$ cat config.mk
export PLATFORM = sky130hd
export DESIGN_NAME = shift_add_multiplier_flat
export DESIGN_NICKNAME = d
export VERILOG_FILES = /design/src/rtl/shift_add_multiplier_if.sv /design/src/rtl/shift_add_multiplier.sv /design/src/flat_wrapper.sv
export SDC_FILE = /design/constraint.sdc
export NUM_CORES = 1
export LEC_CHECK = 0
export CAP_MARGIN = 20
export CORE_UTILIZATION = 24
export DETAILED_ROUTE_END_ITERATION = 8
export HOLD_SLACK_MARGIN = 0.02
export PLACE_DENSITY = 0.51
export SLEW_MARGIN = 20
export SYNTH_ARGS = -nofsm -noshare
export SYNTH_HDL_FRONTEND = slang
export SYNTH_SLANG_ARGS = --single-unit
$ cat constraint.sdc
create_clock -name clk -period 2.5 [get_ports clk]
set_input_delay 0.25 -clock clk [delete_from_list [all_inputs] [get_ports clk]]
set_output_delay 0.25 -clock clk [all_outputs]
set_load 0.01 [all_outputs]
$ cat src/rtl/shift_add_multiplier_if.sv
// Handshake and operand bus between a multiply requester and shift_add_multiplier.
// Latency: none (wires only).
// Backpressure: requester may only expect acceptance of start while ready is high.
//
// Ports (signals):
//   start   requester -> multiplier   request a multiply
//   a, b    requester -> multiplier   unsigned multiplicand / multiplier
//   ready   multiplier -> requester   idle, start will be sampled
//   done    multiplier -> requester   one-cycle pulse, product updated
//   product multiplier -> requester   2*WIDTH-bit result of the last multiply
interface shift_add_multiplier_if #(
    parameter int WIDTH = 5
);
    logic                 start;
    logic [WIDTH-1:0]     a;
    logic [WIDTH-1:0]     b;
    logic                 ready;
    logic                 done;
    logic [2*WIDTH-1:0]   product;

    modport master (
        output start, a, b,
        input  ready, done, product
    );

    modport slave (
        input  start, a, b,
        output ready, done, product
    );
endinterface

$ cat src/rtl/shift_add_multiplier.sv
// Iterative unsigned shift-and-add multiplier, WIDTH x WIDTH -> 2*WIDTH.
// Latency: done is visible N edges after acceptance; N=WIDTH, or with
//          SHIFT_ADD_MUL_EARLY_EXIT_EN defined, N=max(1, bit length of b).
// Backpressure: ready is low in RUN and DONE; start raised then is dropped.
//
// Ports: clk, reset (synchronous, active-high), bus (slave modport of
//        shift_add_multiplier_if: start/a/b in, ready/done/product out).
// Optional feature macro: SHIFT_ADD_MUL_EARLY_EXIT_EN
module shift_add_multiplier #(
    parameter int WIDTH = 5
) (
    input  logic                   clk,
    input  logic                   reset,
    shift_add_multiplier_if.slave  bus
);
    localparam int CW = (WIDTH > 1) ? $clog2(WIDTH) : 1;

    typedef enum logic [1:0] {
        IDLE = 2'd0,
        RUN  = 2'd1,
        DONE = 2'd2
    } state_t;

    state_t               state;
    state_t               state_nxt;
    logic [2*WIDTH-1:0]   mcand;
    logic [WIDTH-1:0]     mplier;
    logic [2*WIDTH-1:0]   acc;
    logic [CW-1:0]        count;
    logic [2*WIDTH-1:0]   product_q;

    logic [2*WIDTH-1:0]   acc_nxt;
    logic [WIDTH-1:0]     mplier_nxt;
    logic                 last;

    // Next-state and decoded outputs
    always_comb begin
        state_nxt  = state;
        acc_nxt    = acc;
        mplier_nxt = mplier >> 1;
        last       = 1'b0;

        if (mplier[0]) begin
            acc_nxt = acc + mcand;
        end

`ifdef SHIFT_ADD_MUL_EARLY_EXIT_EN
        // Once no multiplier bits remain, further iterations add nothing.
        last = (count == CW'(WIDTH - 1)) || (mplier_nxt == '0);
`else
        last = (count == CW'(WIDTH - 1));
`endif

        case (state)
            IDLE:    if (bus.start) state_nxt = RUN;
            RUN:     if (last)      state_nxt = DONE;
            DONE:                   state_nxt = IDLE;
            default:                state_nxt = IDLE;
        endcase
    end

    always_ff @(posedge clk) begin
        if (reset) begin
            state     <= IDLE;
            mcand     <= '0;
            mplier    <= '0;
            acc       <= '0;
            count     <= '0;
            product_q <= '0;
        end else begin
            state <= state_nxt;
            case (state)
                IDLE: begin
                    if (bus.start) begin
                        mcand  <= {{WIDTH{1'b0}}, bus.a};
                        mplier <= bus.b;
                        acc    <= '0;
                        count  <= '0;
                    end
                end
                RUN: begin
                    acc    <= acc_nxt;
                    mcand  <= mcand << 1;
                    mplier <= mplier_nxt;
                    count  <= count + 1'b1;
                    // Publish the accumulator including this iteration's add.
                    if (last) begin
                        product_q <= acc_nxt;
                    end
                end
                default: ;
            endcase
        end
    end

    // ready and done decode from distinct states, so they can never overlap.
    assign bus.ready   = (state == IDLE);
    assign bus.done    = (state == DONE);
    assign bus.product = product_q;
endmodule

$ cat src/flat_wrapper.sv
// flat-port wrapper written by rule: the top's interface ports become plain ports
module shift_add_multiplier_flat 
#(
    parameter int WIDTH = 5
)
  (clk, reset, bus_start, bus_a, bus_b, bus_ready, bus_done, bus_product);
  shift_add_multiplier_if #(.WIDTH(WIDTH)) bus_i ();
  input  logic clk;
  input  logic reset;
  input wire logic [$bits(bus_i.start)-1:0] bus_start;
  input wire logic [$bits(bus_i.a)-1:0] bus_a;
  input wire logic [$bits(bus_i.b)-1:0] bus_b;
  output wire logic [$bits(bus_i.ready)-1:0] bus_ready;
  output wire logic [$bits(bus_i.done)-1:0] bus_done;
  output wire logic [$bits(bus_i.product)-1:0] bus_product;
  assign bus_i.start = bus_start;
  assign bus_i.a = bus_a;
  assign bus_i.b = bus_b;
  assign bus_ready = bus_i.ready;
  assign bus_done = bus_i.done;
  assign bus_product = bus_i.product;
  shift_add_multiplier #(.WIDTH(WIDTH)) u_core (.clk(clk), .reset(reset), .bus(bus_i));
endmodule
### Word-level counts from Yosys, hierarchy flattened

Index checks and enable logic that the tools add are counted.

| cells by class | value |
|---|---|
| add/subtract/negate cells | 2 |
| equality and inequality tests | 5 |
| multiplexer cells | 12 |
| reduce and logical (&&, ||, !) cells | 5 |

Operator list:

| operator | number |
|---|---|
| one-hot mux 10 bit (2 select lines) | 2 |
| two-way mux 10 bit | 3 |
| adder 10 bit | 1 |
| one-hot mux 5 bit (2 select lines) | 1 |
| one-hot mux 3 bit (2 select lines) | 1 |
| AND reduction 2 bit | 3 |
| two-way mux 5 bit | 1 |
| two-way mux 2 bit | 2 |
| one-hot mux 2 bit (2 select lines) | 1 |
| adder 3 x 1 -> 3 bit (second input constant) | 1 |
| == test 3 bit (second input constant) | 1 |
| two-way mux 3 bit | 1 |
| == test 2 x 1 -> 1 bit (second input constant) | 1 |
| == test 2 bit (second input constant) | 1 |
| logical NOT 2 bit | 1 |
| != test 2 x 1 -> 1 bit (second input constant) | 1 |
| != test 2 bit (second input constant) | 1 |
| nonzero test 2 bit | 1 |

| word-level totals | value |
|---|---|
| register bits after elaboration | 40 |
| input bits | 13 |

### Logic depth before layout (Yosys ltp)

| depth | value |
|---|---|
| depth after elaboration | 3 |
| depth in mapped cells | 8 |
| depth with buffers taken out | 8 |

### Least setup slack after synthesis

Ideal clock, no wire load.

| timing | value |
|---|---|
| path type | register to register |
| from | reg u_core.acc[0] |
| to | reg u_core.product_q[8], in the netlist u_core.bus.product[8] |
| arrival time | 1945 ps |
| data required time | 2414 ps |
| path slack | 470 ps |
| stages on the path, launching flop included | 9 |
| path buffers | 0 |
| period minus slack after synthesis | 2030 ps |
| cells stage by stage | dfxtp_1 > ha_1 > fa_1 > a21o_1 > a21oi_1 > o21ai_1 > xor2_1 > mux2i_1 > a211oi_1 |

| between the ends | value |
|---|---|
| longest elaborated chain between the ends | 2 |

Ends and longest elaborated chain:

| what | line | RTL |
|---|---|---|
| start: declaration | shift_add_multiplier.sv:28 | `logic [2*WIDTH-1:0] acc;` |
| start signal: assignment | shift_add_multiplier.sv:82 | `acc <= acc_nxt;` |
| adder 10 bit | shift_add_multiplier.sv:44 | `acc_nxt = acc + mcand;` |
| two-way mux 10 bit | shift_add_multiplier.sv:43 | `if (mplier[0]) begin` |
| end signal: assignment | shift_add_multiplier.sv:88 | `product_q <= acc_nxt;` |
| end: declaration | shift_add_multiplier.sv:30 | `logic [2*WIDTH-1:0] product_q;` |

Every way passes these cells.
A chain may end at the register's enable or synchronous reset.

### Final worst setup path

| timing | value |
|---|---|
| from | reg u_core.mcand[0] |
| to | reg u_core.product_q[8], in the netlist u_core.bus.product[8] |

| between the ends | value |
|---|---|
| longest elaborated chain between the ends | 2 |

Ends and longest elaborated chain:

| what | line | RTL |
|---|---|---|
| start: declaration | shift_add_multiplier.sv:26 | `logic [2*WIDTH-1:0] mcand;` |
| start signal: assignment | shift_add_multiplier.sv:75 | `mcand <= {{WIDTH{1'b0}}, bus.a};` |
| start signal: assignment | shift_add_multiplier.sv:83 | `mcand <= mcand << 1;` |
| adder 10 bit | shift_add_multiplier.sv:44 |  |
| two-way mux 10 bit | shift_add_multiplier.sv:43 |  |

Every way passes these cells.

==> results.yml <==
min_path:
  hold_depth: 2
  hp-start: "u_core.bus.product[7]$_SDFFE_PP0P_"
  hold_path.class: "reg2reg"
worst_setup_path:
  worst-endpoint-required_ns: 2.71
  crit_chain: "ha_1 > fa_1 > a21o_1 > a21oi_1 > o21ai_1 > xor2_1 > mux2i_1 > a211oi_1"
  crit_start: "u_core.mcand[0]$_SDFFE_PP0P_"
  slowest_stage: "fa_1"
  reg2reg_from: "u_core.mcand[0]$_SDFFE_PP0P_"
  critPathLaunchType: "flip-flop"
  arrival_ns: 2.35
  criticalPathCategory: "reg2reg"
  cp_max_fo: 4
  cp-end-kind: "flip-flop"
  cpPeakStageDelay_ns: 0.42
  worst_r2r_path_depth: 8
place:
  placed_cell_area_um2: 2490
  portBuffers: 24
  place.gp.congestion: 0.788
  pre_cts_slack_ns: 0.364
  dpl.cell_count: 360
  dp_hpwl_um: 3760
clocking:
  cts_buffers: 5
  post_cts_buffers: 0
  cts_tree: "yes"
  cts.sinks: 40
  cts.repair.resized: 0
  insertion_delay_ns: 0.29
  h-tree-depth: 2
  clk_pin_slew_worst_paths_ns: 0.08
  postCtsHoldBufs: 0
  cts_buffer_depth: 2
  root_buffer: "clkbuf_8"
logic_synthesis:
  ys_top_cells_by_count: "dfxtp_1 (40), nor2_1 (32), a21oi_1 (23), ha_1 (11), nor2b_1 (11)"
  post_synth_and_or_nand_nor_area_fraction_pct: 16.2
  muxShareOfSynthArea_pct: 2.41
  ys_ff_latch: 40
  synthDominantCellAreaShare_pct: 37.6
  synth_compound_area_share_pct: 29.6
  avgSynthCellArea_um2: 9.02
  synthXorXnorAreaFrac_pct: 2.47
  synthDistinctLibCells: 50
  synth_edf_count: 0
  async_flop_share_pct: 0
  yosys-top-cells-area: "dfxtp_1 (38%), ha_1 (6.5%), nor2_1 (5.6%)"
  yosysWarningCount: 0
  synth_top_family_by_area: "compound AO/OA/AOI/OAI gates"
  netlist_area_um2: 2130
  seq_area_frac_synth_pct: 37.6
  yosysMostFrequentCell: "dfxtp_1"
  synthesis.nets: 261
  yosysTopAreaCell: "dfxtp_1"
  synth_adder_area_share_pct: 7.40
  synth_ff_type: "dfxtp_1"
  synthCells: 236
cells_and_area:
  layout-drive-gt1-share_pct: 12.5
  multi_input_area_um2: 1240
  nFillCells: 880
  final_cells: 368
  synthToLayoutAreaGrowth_pct: 21.4
  antenna_cells: 0
  fin_util_pct: 30.8
  final_area_um2: 2580
  final_nets: 287
  regArea_um2: 801
grt:
  grt_max_degree: 24
  track_usage_pct: 12.3
  grt_pass1_vias: 1639
  grt-ovfl-total: 0
  grt_first_pass_wirelength_um: 8510
  antenna_found_initial: 0
route:
  dr_wl_met3_um: 326
  drt_first_pass_iters: 4
  highest_layer: "met4"
  routed_wl_um: 5250
  detail-route-antenna-nets: 0
  drt-initial-drc-count: 64
  wl_met2_um: 2220
  wire_per_inst_um: 14.3
  via_per_inst: 4.92
  drc: 0
  met1Wirelength_um: 2650
  vias: 1810
sta:
  relSlewSlack_pct: 66.9
  min_period_ns: 2.15
  hold_viol: 0
  setup_viol: 0
  setup_tns_ns: 0
  setup_slack_ns: 0.353
  hold_slack_ns: 0.453
  period_share_pct: 85.9
  slew_viol_final: 0
  fmax_ghz: 0.466
  finalClockSkew_ns: 0.00511
  rsz0062_at_grt: "no"
  worstMarginPinSlew_ns: 0.497
floorplan:
  floorplan.die_area_um2: 9250
  rows: 33
  die_y_um: 96.2
  die_w_um: 96.2
  initial_core_util_pct: 25.4
  core_area_um2: 8380
  pin_count: 25
power_and_ir_drop:
  total_power_mw: 1.29
  power.density_nw_per_um2: 500
  irDropWorstVdd_mv: 0.264
  leakagePower_nw: 1.04
status:
  status: "completed"
flow_run:
  drv_cap: 0
path summary, 6_finish.rpt:
kind,end,slack [ns]
worst min register to register,u_core.bus.product[7]$_SDFFE_PP0P_,0.45
worst min-delay path,u_core.bus.product[7]$_SDFFE_PP0P_,0.45
worst max register to register,u_core.bus.product[8]$_SDFFE_PP0P_,0.35
worst max-delay path,u_core.bus.product[8]$_SDFFE_PP0P_,0.35
placed cells by master (no fill, tap or decap), drive strengths merged, types with 4 or more instances in the layout:
cell | netlist | routed
a21o | 5 | 5
a21oi | 26 | 26
a22o | 10 | 10
a22oi | 5 | 5
buf | 5 | 8
clkbuf | 8 | 8
clkdlybuf4s50 | 0 | 24
dfxtp | 40 | 40
ha | 11 | 11
inv | 7 | 7
mux2i | 4 | 4
nand2 | 7 | 7
nand2b | 5 | 5
nor2 | 33 | 33
nor2b | 11 | 11
o21ai | 10 | 10
o221a | 8 | 8
xnor2 | 4 | 4
per-layer routing:
layer / track usage [%] / up-vias
li1: - / 914
met1: 17.8 / 843
met2: 18.4 / 48
met3: 2.69 / 5
met4: 2.61 / 0
met5: 0 / -
area by class of cell:
cell class              count  share of cell area [%]
repair buffers             32                    11.6
inverters                   7                    1.02
multi-input cells         176                    47.8
flip-flops and latches     40                    31.0
clock buffers               8                    3.48
well taps                 105                    5.08
worst max-delay path: cells and delay by family, from the launching register on:
kind                       cells  cell delay [ns]
DFF                            1             0.35
adders and majority gates      2             0.68
xor gates and xnor gates       1             0.18
AOI/OAI and AO/OA              4             0.75
muxes                          1             0.10
report_power, final:
group / internal [mW] / switching (mW)
Clock: 0.226 / 0.228
Sequential: 0.655 / 0.0150
Combinational: 0.0768 / 0.0928
Total: 0.957 / 0.336
state kept, by name (all words and copies together) (netlist names):
| register | count |
|---|---|
| u_core.mplier | 5 |
| u_core.acc | 10 |
| u_core.mcand | 10 |
| u_core.state | 2 |
| u_core.count | 3 |
| u_core.bus.product | 10 |
logic make-up after synthesis:
| kind of cell | count (synthesis) |
|---|---|
| DFF | 40 |
| and+or+nand+nor | 70 |
| xor gates and xnor gates | 6 |
| buffers and inverters | 20 |
| AOI/OAI and AO/OA | 83 |
| muxes | 5 |
| adders and majority gates | 12 |
(Power assumes the default switching activity.)
